===== config.mk =====
export PLATFORM = sky130hd
export DESIGN_NAME = avalon_pio_bidir_flat
export DESIGN_NICKNAME = d
export VERILOG_FILES = /design/src/rtl/avalon_pio_bidir_pkg.sv /design/src/rtl/avalon_pio_bidir_if.sv /design/src/rtl/avalon_pio_bidir_edge_sync.sv /design/src/rtl/avalon_pio_bidir.sv /design/src/flat_wrapper.sv
export SDC_FILE = /design/constraint.sdc
export NUM_CORES = 1
export LEC_CHECK = 0
export BUFFER_PORTS_ARGS = -buffer_cell sky130_fd_sc_hd__buf_4
export CAP_MARGIN = 20
export CORE_MARGIN = 5
export CORE_UTILIZATION = 49
export CTS_CLUSTER_DIAMETER = 150
export DETAILED_ROUTE_END_ITERATION = 16
export GPL_TIMING_DRIVEN = 0
export PLACE_DENSITY = 0.78
export SLEW_MARGIN = 20
export SYNTH_ARGS = -nofsm -noshare
export SYNTH_HDL_FRONTEND = slang
export SYNTH_HIERARCHICAL = 1
export SYNTH_SLANG_ARGS = --single-unit

===== constraint.sdc =====
create_clock -name clk -period 1.55 [get_ports clk]
set_clock_uncertainty 0.1 [all_clocks]
set_input_delay 0.31 -clock clk [delete_from_list [all_inputs] [get_ports clk]]
set_output_delay 0.31 -clock clk [all_outputs]
set_load 0.005 [all_outputs]

===== src/rtl/avalon_pio_bidir_pkg.sv =====
// rtl/avalon_pio_bidir_pkg.sv - register map and edge-mode constants for the bidirectional PIO
package avalon_pio_pkg;

    localparam logic [2:0] ADDR_DATA   = 3'd0;
    localparam logic [2:0] ADDR_DIR    = 3'd1;
    localparam logic [2:0] ADDR_MASK   = 3'd2;
    localparam logic [2:0] ADDR_EDGE   = 3'd3;
    localparam logic [2:0] ADDR_OUTSET = 3'd4;
    localparam logic [2:0] ADDR_OUTCLR = 3'd5;

    localparam int EDGE_RISE = 0;
    localparam int EDGE_FALL = 1;
    localparam int EDGE_ANY  = 2;

endpackage


===== src/rtl/avalon_pio_bidir_if.sv =====
// rtl/avalon_pio_bidir_if.sv - Avalon-MM slave bus bundle for the bidirectional PIO
interface avalon_pio_bidir_if;

    logic [2:0]  address;
    logic        chipselect;
    logic        write_n;
    logic        read_n;
    logic [31:0] writedata;
    logic [31:0] readdata;

    modport master (
        output address, chipselect, write_n, read_n, writedata,
        input  readdata
    );

    modport slave (
        input  address, chipselect, write_n, read_n, writedata,
        output readdata
    );

endinterface


===== src/rtl/avalon_pio_bidir_edge_sync.sv =====
// rtl/avalon_pio_bidir_edge_sync.sv - 2-flop pad synchroniser plus per-bit edge detector
module pio_edge_sync
    import avalon_pio_pkg::*;
#(
    parameter int WIDTH     = 8,
    parameter int EDGE_TYPE = EDGE_RISE
) (
    input  logic             clk,
    input  logic             reset,
    input  logic [WIDTH-1:0] pio_in,
    output logic [WIDTH-1:0] sync1,
    output logic [WIDTH-1:0] edge_pulse
);

    logic [WIDTH-1:0] sync0_q;
    logic [WIDTH-1:0] sync1_q;
    logic [WIDTH-1:0] prev_q;

    // Clearing to 0 means a pin held high produces one rising capture after reset release.
    always_ff @(posedge clk or posedge reset) begin
        if (reset) begin
            sync0_q <= '0;
            sync1_q <= '0;
            prev_q  <= '0;
        end else begin
            sync0_q <= pio_in;
            sync1_q <= sync0_q;
            prev_q  <= sync1_q;
        end
    end

    always_comb begin
        case (EDGE_TYPE)
            EDGE_FALL: edge_pulse = ~sync1_q & prev_q;
            EDGE_ANY:  edge_pulse = sync1_q ^ prev_q;
            default:   edge_pulse = sync1_q & ~prev_q;
        endcase
    end

    assign sync1 = sync1_q;

endmodule


===== src/rtl/avalon_pio_bidir.sv =====
// rtl/avalon_pio_bidir.sv - Avalon-MM PIO with per-bit direction, edge capture and irq
// Optional PIO_BITSET_EN maps OUTSET/OUTCLR at addresses 4/5 for atomic bit set/clear.
module avalon_pio_bidir
    import avalon_pio_pkg::*;
#(
    parameter int               WIDTH     = 8,
    parameter logic [WIDTH-1:0] RESET_OUT = '1,
    parameter logic [WIDTH-1:0] RESET_DIR = '0,
    parameter int               EDGE_TYPE = EDGE_RISE
) (
    input  logic                clk,
    input  logic                reset,
    avalon_pio_bidir_if.slave   bus,
    output logic                irq,
    input  logic [WIDTH-1:0]    pio_in,
    output logic [WIDTH-1:0]    pio_out,
    output logic [WIDTH-1:0]    pio_oe
);

    logic             wr_stb;
    logic             rd_stb;
    logic [WIDTH-1:0] wdata;
    logic             unused_wdata;

    logic [WIDTH-1:0] sync1;
    logic [WIDTH-1:0] edge_pulse;

    logic [WIDTH-1:0] data_q, data_d;
    logic [WIDTH-1:0] dir_q, dir_d;
    logic [WIDTH-1:0] mask_q, mask_d;
    logic [WIDTH-1:0] edge_q, edge_d;
    logic [WIDTH-1:0] edge_clr;
    logic [WIDTH-1:0] rmux;
    logic [31:0]      readdata_q, readdata_d;

    assign wr_stb       = bus.chipselect & ~bus.write_n;
    assign rd_stb       = bus.chipselect & ~bus.read_n;
    assign wdata        = bus.writedata[WIDTH-1:0];
    assign unused_wdata = ^bus.writedata;

    pio_edge_sync #(
        .WIDTH     (WIDTH),
        .EDGE_TYPE (EDGE_TYPE)
    ) u_edge_sync (
        .clk        (clk),
        .reset      (reset),
        .pio_in     (pio_in),
        .sync1      (sync1),
        .edge_pulse (edge_pulse)
    );

    always_comb begin
        data_d   = data_q;
        dir_d    = dir_q;
        mask_d   = mask_q;
        edge_clr = '0;
        if (wr_stb) begin
            case (bus.address)
                ADDR_DATA:   data_d   = wdata;
                ADDR_DIR:    dir_d    = wdata;
                ADDR_MASK:   mask_d   = wdata;
                ADDR_EDGE:   edge_clr = wdata;
`ifdef PIO_BITSET_EN
                ADDR_OUTSET: data_d   = data_q | wdata;
                ADDR_OUTCLR: data_d   = data_q & ~wdata;
`endif
                default: ;
            endcase
        end
        // A fresh edge in the clearing cycle must not be lost, so the set term wins.
        edge_d = (edge_q & ~edge_clr) | edge_pulse;
    end

    always_comb begin
        rmux = '0;
        case (bus.address)
            ADDR_DATA: rmux = sync1;
            ADDR_DIR:  rmux = dir_q;
            ADDR_MASK: rmux = mask_q;
            ADDR_EDGE: rmux = edge_q;
            default:   rmux = '0;
        endcase
        readdata_d = readdata_q;
        if (rd_stb) begin
            readdata_d            = '0;
            readdata_d[WIDTH-1:0] = rmux;
        end
    end

    always_ff @(posedge clk or posedge reset) begin
        if (reset) begin
            data_q     <= RESET_OUT;
            dir_q      <= RESET_DIR;
            mask_q     <= '0;
            edge_q     <= '0;
            readdata_q <= '0;
        end else begin
            data_q     <= data_d;
            dir_q      <= dir_d;
            mask_q     <= mask_d;
            edge_q     <= edge_d;
            readdata_q <= readdata_d;
        end
    end

    assign bus.readdata = readdata_q;
    assign irq          = |(edge_q & mask_q);
    assign pio_out      = data_q;
    assign pio_oe       = dir_q;

endmodule


===== src/flat_wrapper.sv =====
// flat-port wrapper written by rule: the top's interface ports become plain ports
module avalon_pio_bidir_flat import avalon_pio_pkg::*;
#(
    parameter int               WIDTH     = 8,
    parameter logic [WIDTH-1:0] RESET_OUT = '1,
    parameter logic [WIDTH-1:0] RESET_DIR = '0,
    parameter int               EDGE_TYPE = EDGE_RISE
)
  (clk, reset, irq, pio_in, pio_out, pio_oe, bus_address, bus_chipselect, bus_write_n, bus_read_n, bus_writedata, bus_readdata);
  avalon_pio_bidir_if bus_i ();
  input  logic clk;
  input  logic reset;
  output logic irq;
  input  logic [WIDTH-1:0] pio_in;
  output logic [WIDTH-1:0] pio_out;
  output logic [WIDTH-1:0] pio_oe;
  input wire logic [$bits(bus_i.address)-1:0] bus_address;
  input wire logic [$bits(bus_i.chipselect)-1:0] bus_chipselect;
  input wire logic [$bits(bus_i.write_n)-1:0] bus_write_n;
  input wire logic [$bits(bus_i.read_n)-1:0] bus_read_n;
  input wire logic [$bits(bus_i.writedata)-1:0] bus_writedata;
  output wire logic [$bits(bus_i.readdata)-1:0] bus_readdata;
  assign bus_i.address = bus_address;
  assign bus_i.chipselect = bus_chipselect;
  assign bus_i.write_n = bus_write_n;
  assign bus_i.read_n = bus_read_n;
  assign bus_i.writedata = bus_writedata;
  assign bus_readdata = bus_i.readdata;
  avalon_pio_bidir #(.WIDTH(WIDTH), .RESET_OUT(RESET_OUT), .RESET_DIR(RESET_DIR), .EDGE_TYPE(EDGE_TYPE)) u_core (.clk(clk), .reset(reset), .bus(bus_i), .irq(irq), .pio_in(pio_in), .pio_out(pio_out), .pio_oe(pio_oe));
endmodule

### Word-level counts from Yosys, hierarchy flattened

Cells that the tools add are included.
W data, S select, Z words.

| operators by class | value |
|---|---|
| multipliers | 0 |
| reductions and logical operators | 5 |
| bitwise operators | 10 |
| $add $sub $neg | 0 |
| shift operators | 0 |
| $lt $le $gt $ge | 0 |
| divide/modulo/power cells | 0 |
| muxes and demuxes | 3 |
| equal/unequal tests | 3 |

Operator list:

| kind | number |
|---|---|
| $pmux W8 S4 | 1 |
| $and A8 B8 Y8 | 3 |
| $mux W8 | 2 |
| $not A8 Y8 | 2 |
| $or A8 B8 Y8 | 1 |
| $reduce_or A8 Y1 | 1 |
| $eq A3 B2 Y1 const B | 2 |
| $reduce_and A2 Y1 | 3 |
| $eq A3 B1 Y1 const B | 1 |
| $logic_not A3 Y1 | 1 |
| $and A1 B1 Y1 | 2 |
| $not A1 Y1 | 2 |

| word-level totals | value |
|---|---|
| bits in latches | 0 |
| bits of input ports | 48 |
| memories kept | 0 |
| bits in registers | 64 |
| memory bits (read-only) | 0 |
| bits in writable memories | 0 |

### Logic depth before layout (Yosys ltp)

Gate-level depths: netlist (run 1).

| depth | value |
|---|---|
| word-level depth | 6 |
| mapped depth | 5 |

### Modules after synthesis

Netlist (run 1), hierarchy kept.

Modules (own cells, without submodules):

| module | cells each | sequential area each (um^2) | area an instance (um^2) | times used |
|---|---|---|---|---|
| avalon_pio_bidir | 148 | 1,011.0 | 1,986.9 | 1 |
| pio_edge_sync | 33 | 600.6 | 714.4 | 1 |

### Least setup slack after synthesis (run 1)

No wires, ideal clock.

| timing | value |
|---|---|
| kind | input-to-reg |
| from | in bus_address[0] |
| to | reg u_core.data_q[0] (netlist: u_core/pio_out[0]) |
| stages on the path | 5 |
| path slack | 39 ps |
| buffers on the path | 2 |
| data arrival time | 1,326 ps |
| library setup time | 85 ps |
| data required time | 1,365 ps |
| cells stage by stage | buf_6 -> nor4b_4 -> and2b_1 -> buf_6 -> mux2_1 |

| on the way | value |
|---|---|
| longest elaborated chain between the ends | 2 |

Ends and longest elaborated chain:

| item | RTL line | text |
|---|---|---|
| start: declaration | flat_wrapper.sv:17 | `input wire logic [$bits(bus_i.address)-1:0] bus_address;` |
| $logic_not A3 Y1 | avalon_pio_bidir.sv:58 | `case (bus.address)` |
| $reduce_and A2 Y1 (no source line) | -- |  |
| end signal: assignment | avalon_pio_bidir.sv:98 | `data_q <= data_d;` |
| end: declaration | avalon_pio_bidir.sv:28 | `logic [WIDTH-1:0] data_q, data_d;` |

No other way between the ends.
A chain may end at the register's enable or synchronous reset.

### Final worst setup path (run 1)

| timing | value |
|---|---|
| from | reg u_core.edge_q[3] |
| to | out irq |

| on the way | value |
|---|---|
| longest elaborated chain between the ends | 2 |

Ends and longest elaborated chain:

| item | RTL line | text |
|---|---|---|
| start: declaration | avalon_pio_bidir.sv:31 | `logic [WIDTH-1:0] edge_q, edge_d;` |
| start signal: assignment | avalon_pio_bidir.sv:101 | `edge_q <= edge_d;` |
| $and A8 B8 Y8 | avalon_pio_bidir.sv:107 | `assign irq = \|(edge_q & mask_q);` |
| $reduce_or A8 Y1 | avalon_pio_bidir.sv:107 |  |
| end: declaration | flat_wrapper.sv:13 | `output logic irq;` |

No other way between the ends.

==> results of run 1 <==
## stage by stage
step | setup slack, ps | total power (µW)
floorplan | 39.45 | 2449
global placement | -354.6 | 2772
detailed placement | -156.5 | 2803
CTS | -111.3 | 4267
global route | -175.0 | 4443
finish | -110.4 | 4233
## registers in the layout, summed over array words and instances, names as in the netlist
register / flops
u_core/u_edge_sync/sync1: 8
u_core/edge_q: 8
u_core/pio_out: 8
u_core/pio_oe: 8
u_core/bus.readdata: 8
u_core/mask_q: 8
u_core/u_edge_sync/sync0_q: 8
u_core/u_edge_sync/prev_q: 8
## worst min path at each step
stage	end	startpoint	slack, ps
2_1_floorplan	u_core/u_edge_sync/prev_q[0]	reset	220
3_3_place_gp	u_core/u_edge_sync/sync1[4]	u_core/u_edge_sync/sync0_q[4]	230
3_5_place_dp	u_core/mask_q[7]	reset	170
4_1_cts	u_core/pio_out[2]	bus_writedata[2]	120
5_1_grt	u_core/pio_out[2]	bus_writedata[2]	110
6_report	u_core/pio_out[2]	bus_writedata[2]	120
## cells in the final DEF (no fill, tap or decap), types with 2 or more instances in the layout
master | Yosys | final
buf_4 | 24 | 71
dfrtp_1 | 56 | 56
conb_1 | 1 | 24
mux2_2 | 16 | 16
clkbuf_8 | 0 | 11
dlygate4sd3_1 | 0 | 9
nand2b_1 | 9 | 9
mux4_2 | 8 | 8
a22o_1 | 8 | 8
nand2_1 | 8 | 8
o21ai_0 | 8 | 8
mux2_1 | 8 | 8
dfstp_2 | 8 | 8
nor2b_4 | 8 | 8
clkbuf_1 | 1 | 3
buf_2 | 3 | 3
a22oi_2 | 0 | 3
clkinv_2 | 0 | 2
buf_6 | 2 | 2
## power by group through the flow
stage / registers [µW] / clock network [µW] / logic (µW)
after floorplan: 2070 / 0 / 380
after global placement: 2080 / 0 / 690
after detailed placement: 2090 / 0 / 712
after CTS: 2070 / 1450 / 748
after global routing: 2100 / 1530 / 811
final: 2070 / 1420 / 744
## routing by layer
layer,GRT usage,vias up
met2,0.2597,55
met1,0.1966,824
met4,0.06287,0
li1,-,772
met3,0.05790,9
met5,0,-
## area by class of cell
class,instances,area share
flip-flops and latches,64,0.4515
multi-input cells,108,0.2695
repair buffers,58,0.1339
plain buffers,30,0.06204
clock buffers,13,0.04451
well taps,72,0.02524
clock inverters,3,0.01122
inverters,2,0.002103
## worst reg2reg max path: stages (launching register included)
cell     delay [ps]
dfrtp_1         400
buf_4           140
mux4_2          440
a22o_1          200
## cell families after synthesis
group / synth area share
DFF: 0.5966
muxes: 0.1667
and+or+nand+nor: 0.09866
buffers and inverters: 0.08476
AOI/OAI and AO/OA: 0.05188
other: 0.001388
## repair_timing
action                                  in CTS  in global routing
cloned                                       0                  0
endpoints found under the hold margin       14                  0
pin swaps                                    1                  0
buffers inserted                             1                  0
resized for setup                            3                  0
endpoints found under the setup margin       1                  1
hold buffers                                 9                  0
==> reports/summary.log, run 1 <==
[outcome] violations in the final reports negative setup slack
[yosys] fraction of synthesis flops using an asynchronous set or reset pin 1.000
[setup_path] cell count along the critical path 3
[grt] initial antenna violation count 0
[pwr] net switching power figure 997.1 µW
[pwr] Comb pwr share 0.176
[sta] part of the cycle the worst path needs 1.071
[drt] M1 wire length 2.214 mm
[drt] met3 wire length 363 µm
[clock_network] Clock Root Buffer clkbuf_8
[setup_path] end of the worst register-to-register path u_core/bus.readdata[6]
[yosys] leading cell types by count after synthesis dfrtp_1, buf_4, mux2_2
[cells_and_area] fraction of layout instances using a drive strength above 1 0.5000
[sta] Min Clock Period, post-route 1660 ps
[sta] Final WS setup -110.4 ps
[cells_and_area] final cell count without fillers 350
[setup_path] number of cells traversed by the worst register-to-register path 3
[sta] worst max-slew margin expressed relative to the limit 0.6019
[sta] count of final setup violators 1
[sta] Hold Slack 121.0 ps
[drt] DRC violation count after routing 0
[setup_path] type of the worst setup path register to primary output
[clock_network] maximum level of the CTS H-tree 3
[yosys] most used standard cell by instance count after synthesis dfrtp_1
[setup_path] CP delay by family, top flip-flops
[setup_path] CP Data Arrival Time 1250 ps
[drt] residual antenna-violating net count after detailed routing 0
[job] total of max-cap violations 0
[cells_and_area] Sequential cell area 0.001612 mm²
[clock_network] maximum clock path buffer count 2
[yosys] main flop type after synthesis dfrtp_1
[setup_path] slack of the worst reg-to-reg path 160 ps
[setup_path] buffers and inverters on the worst path 1
[clock_network] number of clock sinks 64
[pwr] Clk pwr share 0.335
[grt] maximum number of pins on one net before global-route repair 32
[setup_path] crit path cell chain a22oi_2 > nand4_1 > buf_4
[yosys] number of different library cells in the post-synthesis netlist 24
[yosys] number of synthesis warnings 6
[cells_and_area] Syn-to-layout area delta 32.14%
[cells_and_area] number of fill cells 428
[setup_path] type of element launching the critical path register
[grt] GR Util All Layers 0.1605
[hold_path] number of cells on the worst hold path 2
[drt] met2 wire len 2.686 mm
[setup_path] crit-path max FO 3
[pwr] Internal Dissipation 3235 µW
[floorplanning] width of the die 84.25 µm
[drt] wire per inst 15.29 µm
[grt] number of global-route vias before repair 1796
[placed_design] Placed Instance Area 0.003243 mm²
[pwr] LEAKAGE 0.001687 µW
[pwr] worst vdd ir 0.8458 mV
[pwr] share of total power consumed by net switching 0.2356
[sta] maximum operating frequency 0.6023 GHz
[floorplanning] die area 0.007098 mm²
[placed_design] Placed Cells 323
[setup_path] timing endpoint of the critical path irq
[yosys] share of synthesized area occupied by flip-flops and latches 0.5966
[placed_design] estimated wirelength of the detail-placed design 3.720 mm
[cells_and_area] cell area after layout 0.003570 mm²
[clock_network] cts bufs inserted 9
[clock_network] clock-pin transition on the worst setup and hold timing paths 70 ps
[setup_path] Setup crit end kind primary output
[drt] number of DRC markers in iteration 0 61
[cells_and_area] Final nets 321
[setup_path] Critical Path Slowest Stage Cell dfrtp_1
[yosys] most area-consuming cells after synthesis dfrtp_1, dfstp_2, buf_4, mux2_2, mux4_2
[sta] final count of pins violating max slew 0
[placed_design] count of input and output buffers 46
[yosys] cell accounting for the most synthesized area dfrtp_1
[drt] detail-routed via count per cell 4.743
[cells_and_area] Inserted Diodes 0
[sta] endpoints failing hold 0
[yosys] register bit count reported by yosys 64
[hold_path] worst hold path type primary input to register
[yosys] synthesized cell area 0.002701 mm²
[sta] Worst-Margin Slew 595.0 ps
[drt] total wire length 5.350 mm
[grt] global-route wire length before repair 8.790 mm
[setup_path] FF-to-FF Start u_core/mask_q[6]
[sta] Fin Setup TNS -110.4 ps
[floorplanning] Top-Level Pins 97
[setup_path] CP Launch Point u_core/edge_q[3]
[pwr] Pwr Density 1186 mW/mm²
[grt] total overflow reported by the global router 0
[drt] detailed-route via count 1660
[floorplanning] standard cell core area 0.005439 mm²
[setup_path] worst endpoint required time 1140 ps
[clock_network] clock latency reported for the late side of the worst-skew pair 330 ps
[yosys] Gate Count Post-Synth 181
[yosys] EDFF count, synth 0
[sta] unrepaired setup endpoints after global routing yes
[drt] number of iterations in the first detailed-routing pass 4
[clock_network] CTS tree built
[cells_and_area] Post-Route Utilization 0.6563
[floorplanning] starting density of the core 0.4967
[cells_and_area] area taken by multi-input logic gates 962.2 µm²
[pwr] portion of total power attributed to sequential cells 0.489
[outcome] result of the run complete, but fails checks
[drt] top routing layer in use met4
[yosys] synthesized area divided by synthesized cell count 14.92 µm²
[placed_design] gp weighted congestion 0.7462
[yosys] area share of the largest cell type after synthesis 0.5188
[floorplanning] number of standard-cell rows in the floorplan 27
[floorplanning] height of the die 84.25 µm
[setup_path] delay of the slowest cell on the worst path 400 ps
Power figures use the tool's default switching activity.
==> inputs of run 2 (changes only) <==
--- a/config.mk
+++ b/config.mk
@@ -5,14 +5,14 @@
 export SDC_FILE = /design/constraint.sdc
 export NUM_CORES = 1
 export LEC_CHECK = 0
-export BUFFER_PORTS_ARGS = -buffer_cell sky130_fd_sc_hd__buf_4
 export CAP_MARGIN = 20
 export CORE_MARGIN = 5
-export CORE_UTILIZATION = 49
+export CORE_UTILIZATION = 55
 export CTS_CLUSTER_DIAMETER = 150
 export DETAILED_ROUTE_END_ITERATION = 16
+export DONT_BUFFER_PORTS = 1
 export GPL_TIMING_DRIVEN = 0
-export PLACE_DENSITY = 0.78
+export PLACE_DENSITY = 0.69
 export SLEW_MARGIN = 20
 export SYNTH_ARGS = -nofsm -noshare
 export SYNTH_HDL_FRONTEND = slang
==> constraint.sdc (replaced) <==
create_clock -name clk -period 1.6 [get_ports clk]
set_clock_uncertainty 0.1 [all_clocks]
set_input_delay 0.32 -clock clk [delete_from_list [all_inputs] [get_ports clk]]
set_output_delay 0.32 -clock clk [all_outputs]
set_load 0.005 [all_outputs]
==> reports/summary.log, run 2 (synthesis results as in run 1) <==
[outcome] result of the run complete, but fails checks
[outcome] violations in the final reports negative setup slack
[pwr] share of total power consumed by net switching 0.2476
[setup_path] end of the worst register-to-register path u_core/bus.readdata[5]
[sta] Final WS setup -13.18 ps
[setup_path] type of element launching the critical path register
[drt] DRC violation count after routing 0
[cells_and_area] Syn-to-layout area delta 18.43%
[setup_path] slack of the worst reg-to-reg path 300 ps
[setup_path] delay of the slowest cell on the worst path 420 ps
[cells_and_area] Inserted Diodes 0
[setup_path] timing endpoint of the critical path irq
[cells_and_area] fraction of layout instances using a drive strength above 1 0.3836
[floorplanning] standard cell core area 0.004755 mm²
[floorplanning] Top-Level Pins 97
[setup_path] crit path cell chain a22oi_2 > nand4_1
[pwr] Internal Dissipation 2864 µW
[sta] final count of pins violating max slew 0
[floorplanning] starting density of the core 0.5682
[clock_network] clock-pin transition on the worst setup and hold timing paths 60 ps
[floorplanning] die area 0.006413 mm²
[clock_network] cts bufs inserted 9
[setup_path] crit-path max FO 3
[job] total of max-cap violations 0
[sta] Fin Setup TNS -13.18 ps
[pwr] portion of total power attributed to sequential cells 0.538
[floorplanning] width of the die 80.08 µm
[setup_path] CP Launch Point u_core/mask_q[6]
[pwr] LEAKAGE 0.001451 µW
[clock_network] number of clock sinks 64
[clock_network] Clock Root Buffer clkbuf_8
[setup_path] FF-to-FF Start u_core/mask_q[5]
[grt] initial antenna violation count 0
[sta] endpoints failing hold 0
[placed_design] Placement Setup Slack -95.28 ps
[sta] count of final setup violators 1
[clock_network] CTS tree built
[setup_path] Critical Path Slowest Stage Cell dfrtp_1
[floorplanning] number of standard-cell rows in the floorplan 25
[placed_design] gp weighted congestion 0.7628
[setup_path] CP Data Arrival Time 1190 ps
[grt] number of global-route vias before repair 1674
[sta] unrepaired setup endpoints after global routing yes
[pwr] net switching power figure 942.5 µW
[sta] worst max-slew margin expressed relative to the limit 0.3796
[pwr] Comb pwr share 0.121
[hold_path] worst hold path type primary input to register
[grt] GR Util All Layers 0.1877
[clock_network] maximum clock path buffer count 2
[pwr] Clk pwr share 0.342
[drt] total wire length 5.337 mm
[sta] maximum operating frequency 0.6199 GHz
[setup_path] CP delay by family, top flip-flops
[drt] number of DRC markers in iteration 0 81
[drt] detailed-route via count 1526
[sta] Worst-Margin Slew 929.6 ps
[cells_and_area] top library cells by usage in the layout, fill and taps aside dfrtp_1, buf_4, conb_1
[setup_path] cell count along the critical path 2
[setup_path] type of the worst setup path register to primary output
[grt] global-route wire length before repair 8.569 mm
[pwr] Pwr Density 1190 mW/mm²
[drt] detail-routed via count per cell 5.104
[placed_design] estimated wirelength of the detail-placed design 3.694 mm
[clock_network] maximum level of the CTS H-tree 3
[setup_path] number of cells traversed by the worst register-to-register path 2
[cells_and_area] most common library cell in the layout ignoring fill and taps dfrtp_1
[sta] part of the cycle the worst path needs 1.008
[setup_path] worst endpoint required time 1180 ps
[drt] residual antenna-violating net count after detailed routing 0
[cells_and_area] Final nets 275
[sta] Min Clock Period, post-route 1613 ps
[clock_network] number of buffers inserted by post-CTS setup repair 0
[drt] number of iterations in the first detailed-routing pass 4
[pwr] overall power after layout 3807 µW
[floorplanning] height of the die 80.08 µm
[grt] total overflow reported by the global router 0
[placed_design] count of input and output buffers 0
[setup_path] buffers and inverters on the worst path 0
[setup_path] Setup crit end kind primary output
[pwr] worst vdd ir 0.8303 mV
[drt] wire per inst 17.85 µm
[grt] maximum number of pins on one net before global-route repair 25
[clock_network] clock latency reported for the late side of the worst-skew pair 340 ps
run 2: layout make-up:
class                      count  area [µm²]
tap                           67       83.83
fill                         353        1555
clock buffer                  12       135.1
sequential                    64        1612
inverter                       2       7.507
timing repair buffer          12       137.6
clock inverter                 4       45.04
buffer                        30       221.5
multi-input combinational    108       957.2
run 2: repair_timing:
action	CTS	global route
endpoints found under the hold margin	49	1
endpoints found under the setup margin	1	1
hold buffers	10	1
resized for setup	2	0
pin swaps	1	2
run 2: worst min path at each step:
stage	end	slack [ps]	cells after the start	start
after floorplan	u_core/u_edge_sync/prev_q[0]	230	1	reset
after global placement	u_core/u_edge_sync/sync1[6]	230	0	u_core/u_edge_sync/sync0_q[6]
after detailed placement	u_core/edge_q[3]	150	1	reset
after CTS	u_core/pio_out[1]	1	1	bus_writedata[1]
after global routing	u_core/pio_out[6]	10	1	bus_writedata[6]
final	u_core/pio_out[0]	10	1	bus_writedata[0]
run 2: power by group through the flow:
stage	clock (µW)	combinational [µW]	sequential (µW)
2_1_floorplan	0	368	2000
3_3_place_gp	0	406	2060
3_5_place_dp	0	433	2070
4_1_cts	1330	459	2050
5_1_grt	1420	508	2070
6_report	1300	460	2050
run 2: metal layers:
layer / vias to the layer above / global-route usage / share of wire
met3: 11 / 0.06726 / 0.11
met4: 0 / 0.1115 / 0.022
met5: - / 0 / 0
li1: 677 / - / -
met2: 81 / 0.2988 / 0.48
met1: 757 / 0.2172 / 0.39
run 2: per-stage QoR:
stage | cell area [µm²] | std cells | hold slack (ps) | utilization
floorplan | 2788 | 204 | 231.2 | -
global placement | 2872 | 271 | 231.2 | 0.6039
detailed placement | 2899 | 272 | 151.8 | 0.6097
CTS | 3189 | 298 | 1.348 | 0.6708
global route | 3199 | 299 | 9.632 | 0.6729
finish | 3199 | 299 | 13.67 | 0.6729
==> inputs of run 3 (changes only) <==
--- a/config.mk
+++ b/config.mk
@@ -7,12 +7,12 @@
 export LEC_CHECK = 0
 export CAP_MARGIN = 20
 export CORE_MARGIN = 5
-export CORE_UTILIZATION = 55
+export CORE_UTILIZATION = 36
 export CTS_CLUSTER_DIAMETER = 150
 export DETAILED_ROUTE_END_ITERATION = 16
 export DONT_BUFFER_PORTS = 1
 export GPL_TIMING_DRIVEN = 0
-export PLACE_DENSITY = 0.69
+export PLACE_DENSITY = 0.49
 export SLEW_MARGIN = 20
 export SYNTH_ARGS = -nofsm -noshare
 export SYNTH_HDL_FRONTEND = slang
==> reports/summary.log, run 3 (synthesis results as in run 1) <==
[clock_network] Clock Root Buffer clkbuf_8
[setup_path] CP Data Arrival Time 1130 ps
[sta] endpoints failing hold 0
[placed_design] Placement Setup Slack -163.8 ps
[hold_path] worst hold path type primary input to register
[sta] part of the cycle the worst path needs 0.9706
[floorplanning] standard cell core area 0.007292 mm²
[clock_network] clock latency reported for the late side of the worst-skew pair 340 ps
[pwr] net switching power figure 992.9 µW
[setup_path] worst endpoint required time 1180 ps
[setup_path] type of the worst setup path register to primary output
[sta] Min Clock Period, post-route 1553 ps
[cells_and_area] final cell count without fillers 336
[setup_path] number of cells traversed by the worst register-to-register path 3
[clock_network] CTS tree built
[drt] DRC violation count after routing 0
[pwr] Comb pwr share 0.116
[floorplanning] number of standard-cell rows in the floorplan 31
[placed_design] count of input and output buffers 0
[clock_network] number of clock sinks 64
[sta] final count of pins violating max slew 0
[placed_design] Placed Cells 304
[floorplanning] Top-Level Pins 97
[placed_design] estimated wirelength of the detail-placed design 4.047 mm
[job] total of max-cap violations 0
[grt] global-route wire length before repair 9.211 mm
[sta] unrepaired setup endpoints after global routing yes
[pwr] LEAKAGE 0.001482 µW
[cells_and_area] Inserted Diodes 0
[setup_path] end of the worst register-to-register path u_core/bus.readdata[0]
[setup_path] Setup crit end kind primary output
[setup_path] FF-to-FF Start u_core/edge_q[0]
[outcome] result of the run finished, final reports clean
[cells_and_area] top library cells by usage in the layout, fill and taps aside dfrtp_1, buf_4, conb_1
[grt] number of global-route vias before repair 1642
[drt] met3 wire length 512 µm
[cells_and_area] fraction of layout instances using a drive strength above 1 0.3966
[setup_path] CP Launch Point u_core/edge_q[6]
[sta] count of final setup violators 0
[sta] worst max-slew margin expressed relative to the limit 0.5593
[cells_and_area] Final nets 280
[pwr] Clk pwr share 0.377
[sta] Worst-Margin Slew 658.6 ps
[clock_network] cts bufs inserted 9
[setup_path] type of element launching the critical path register
[pwr] portion of total power attributed to sequential cells 0.506
[pwr] Pwr Density 1209 mW/mm²
[drt] number of DRC markers in iteration 0 38
[drt] residual antenna-violating net count after detailed routing 0
[floorplanning] width of the die 96.63 µm
[hold_path] number of cells on the worst hold path 1
[drt] M1 wire length 2.447 mm
[floorplanning] die area 0.009336 mm²
[clock_network] maximum level of the CTS H-tree 3
[cells_and_area] most common library cell in the layout ignoring fill and taps dfrtp_1
[hold_path] end point of the most critical hold path u_core/pio_out[3]
[pwr] share of total power consumed by net switching 0.2465
[setup_path] slack of the worst reg-to-reg path 190 ps
[drt] detail-routed via count per cell 4.482
[placed_design] gp weighted congestion 0.7441
[floorplanning] height of the die 96.63 µm
[grt] maximum number of pins on one net before global-route repair 25
[hold_path] worst min-delay path startpoint bus_writedata[3]
[pwr] Internal Dissipation 3035 µW
[sta] Final WS setup 46.97 ps
[setup_path] crit-path max FO 3
[drt] detailed-route via count 1506
[pwr] worst vdd ir 0.5475 mV
[cells_and_area] Syn-to-layout area delta 23.34%
[drt] met2 wire len 2.683 mm
[grt] total overflow reported by the global router 0
[drt] top routing layer in use met4
[drt] total wire length 5.698 mm
[drt] number of iterations in the first detailed-routing pass 4
[grt] initial antenna violation count 0
[drt] wire per inst 16.96 µm
[sta] maximum operating frequency 0.6439 GHz
[grt] GR Util All Layers 0.1280
[clock_network] maximum clock path buffer count 2
[floorplanning] starting density of the core 0.3705
[clock_network] clock-pin transition on the worst setup and hold timing paths 70 ps
[run 3: cell count changes in the layout (fill, tap and decap cells not counted), moves of 2 or more]
cell,previous run,this run
clkinvlp_4,0,3
clkbuf_1,4,1
clkinv_2,3,1
dlygate4sd3_1,11,14
[run 3: power groups by stage]
stage | Sequential, µW | Clock (µW) | Combinational [µW]
finish | 2040 | 1520 | 468
global route | 2070 | 1640 | 520
CTS | 2050 | 1560 | 463
detailed placement | 2080 | 0 | 435
global placement | 2070 | 0 | 415
floorplan | 2000 | 0 | 368
[run 3: worst max path at each step]
stage | to | slack, ps
3_5_place_dp | u_core/pio_oe[3] | -160
6_report | irq | 50
2_1_floorplan | u_core/pio_out[0] | 80
4_1_cts | irq | 10
5_1_grt | irq | -30
3_3_place_gp | u_core/bus.readdata[6] | -210
[run 3: layout make-up]
| cell class | count | area, µm² |
|---|---|---|
| clock inverters | 7 | 96.34 |
| inverters | 2 | 7.507 |
| well taps | 99 | 123.9 |
| plain buffers | 30 | 221.5 |
| fillers | 685 | 3960 |
| repair buffers | 17 | 190.2 |
| flip-flops and latches | 64 | 1612 |
| clock buffers | 9 | 123.9 |
| multi-input cells | 108 | 957.2 |
[run 3: stage by stage]
stage / hold slack [ps] / instance area [µm²] / TNS, ps / power [µW] / utilization
3_3_place_gp: 232.2 / 2912 / -9361 / 2481 / 0.3993
3_5_place_dp: 140.5 / 2939 / -2786 / 2512 / 0.4031
6_report: 18.17 / 3332 / 0 / 4028 / 0.4569
2_1_floorplan: 231.2 / 2788 / 0 / 2373 / -
4_1_cts: 5.583 / 3279 / 0 / 4071 / 0.4497
5_1_grt: 0.6588 / 3332 / -30.12 / 4236 / 0.4569
[run 3: repair_timing]
item | 4_1_cts | 5_1_grt
endpoints found under the setup margin | 1 | 1
gates resized for setup | 2 | 0
hold buffers | 11 | 3
buffers inserted | 0 | 1
hold endpoints to repair | 25 | 13
pin swaps | 1 | 1
[run 3: per-layer routing]
layer  GRT usage  up-vias
met5           0        -
met4     0.04212        0
met3     0.06403        7
met2      0.1932       63
met1      0.1597      750
li1            -      686
[run 3: critical path, stage by stage (launching register included)]
cell,delay (ps)
dfrtp_1,400
a22oi_1,210
nand4_1,180
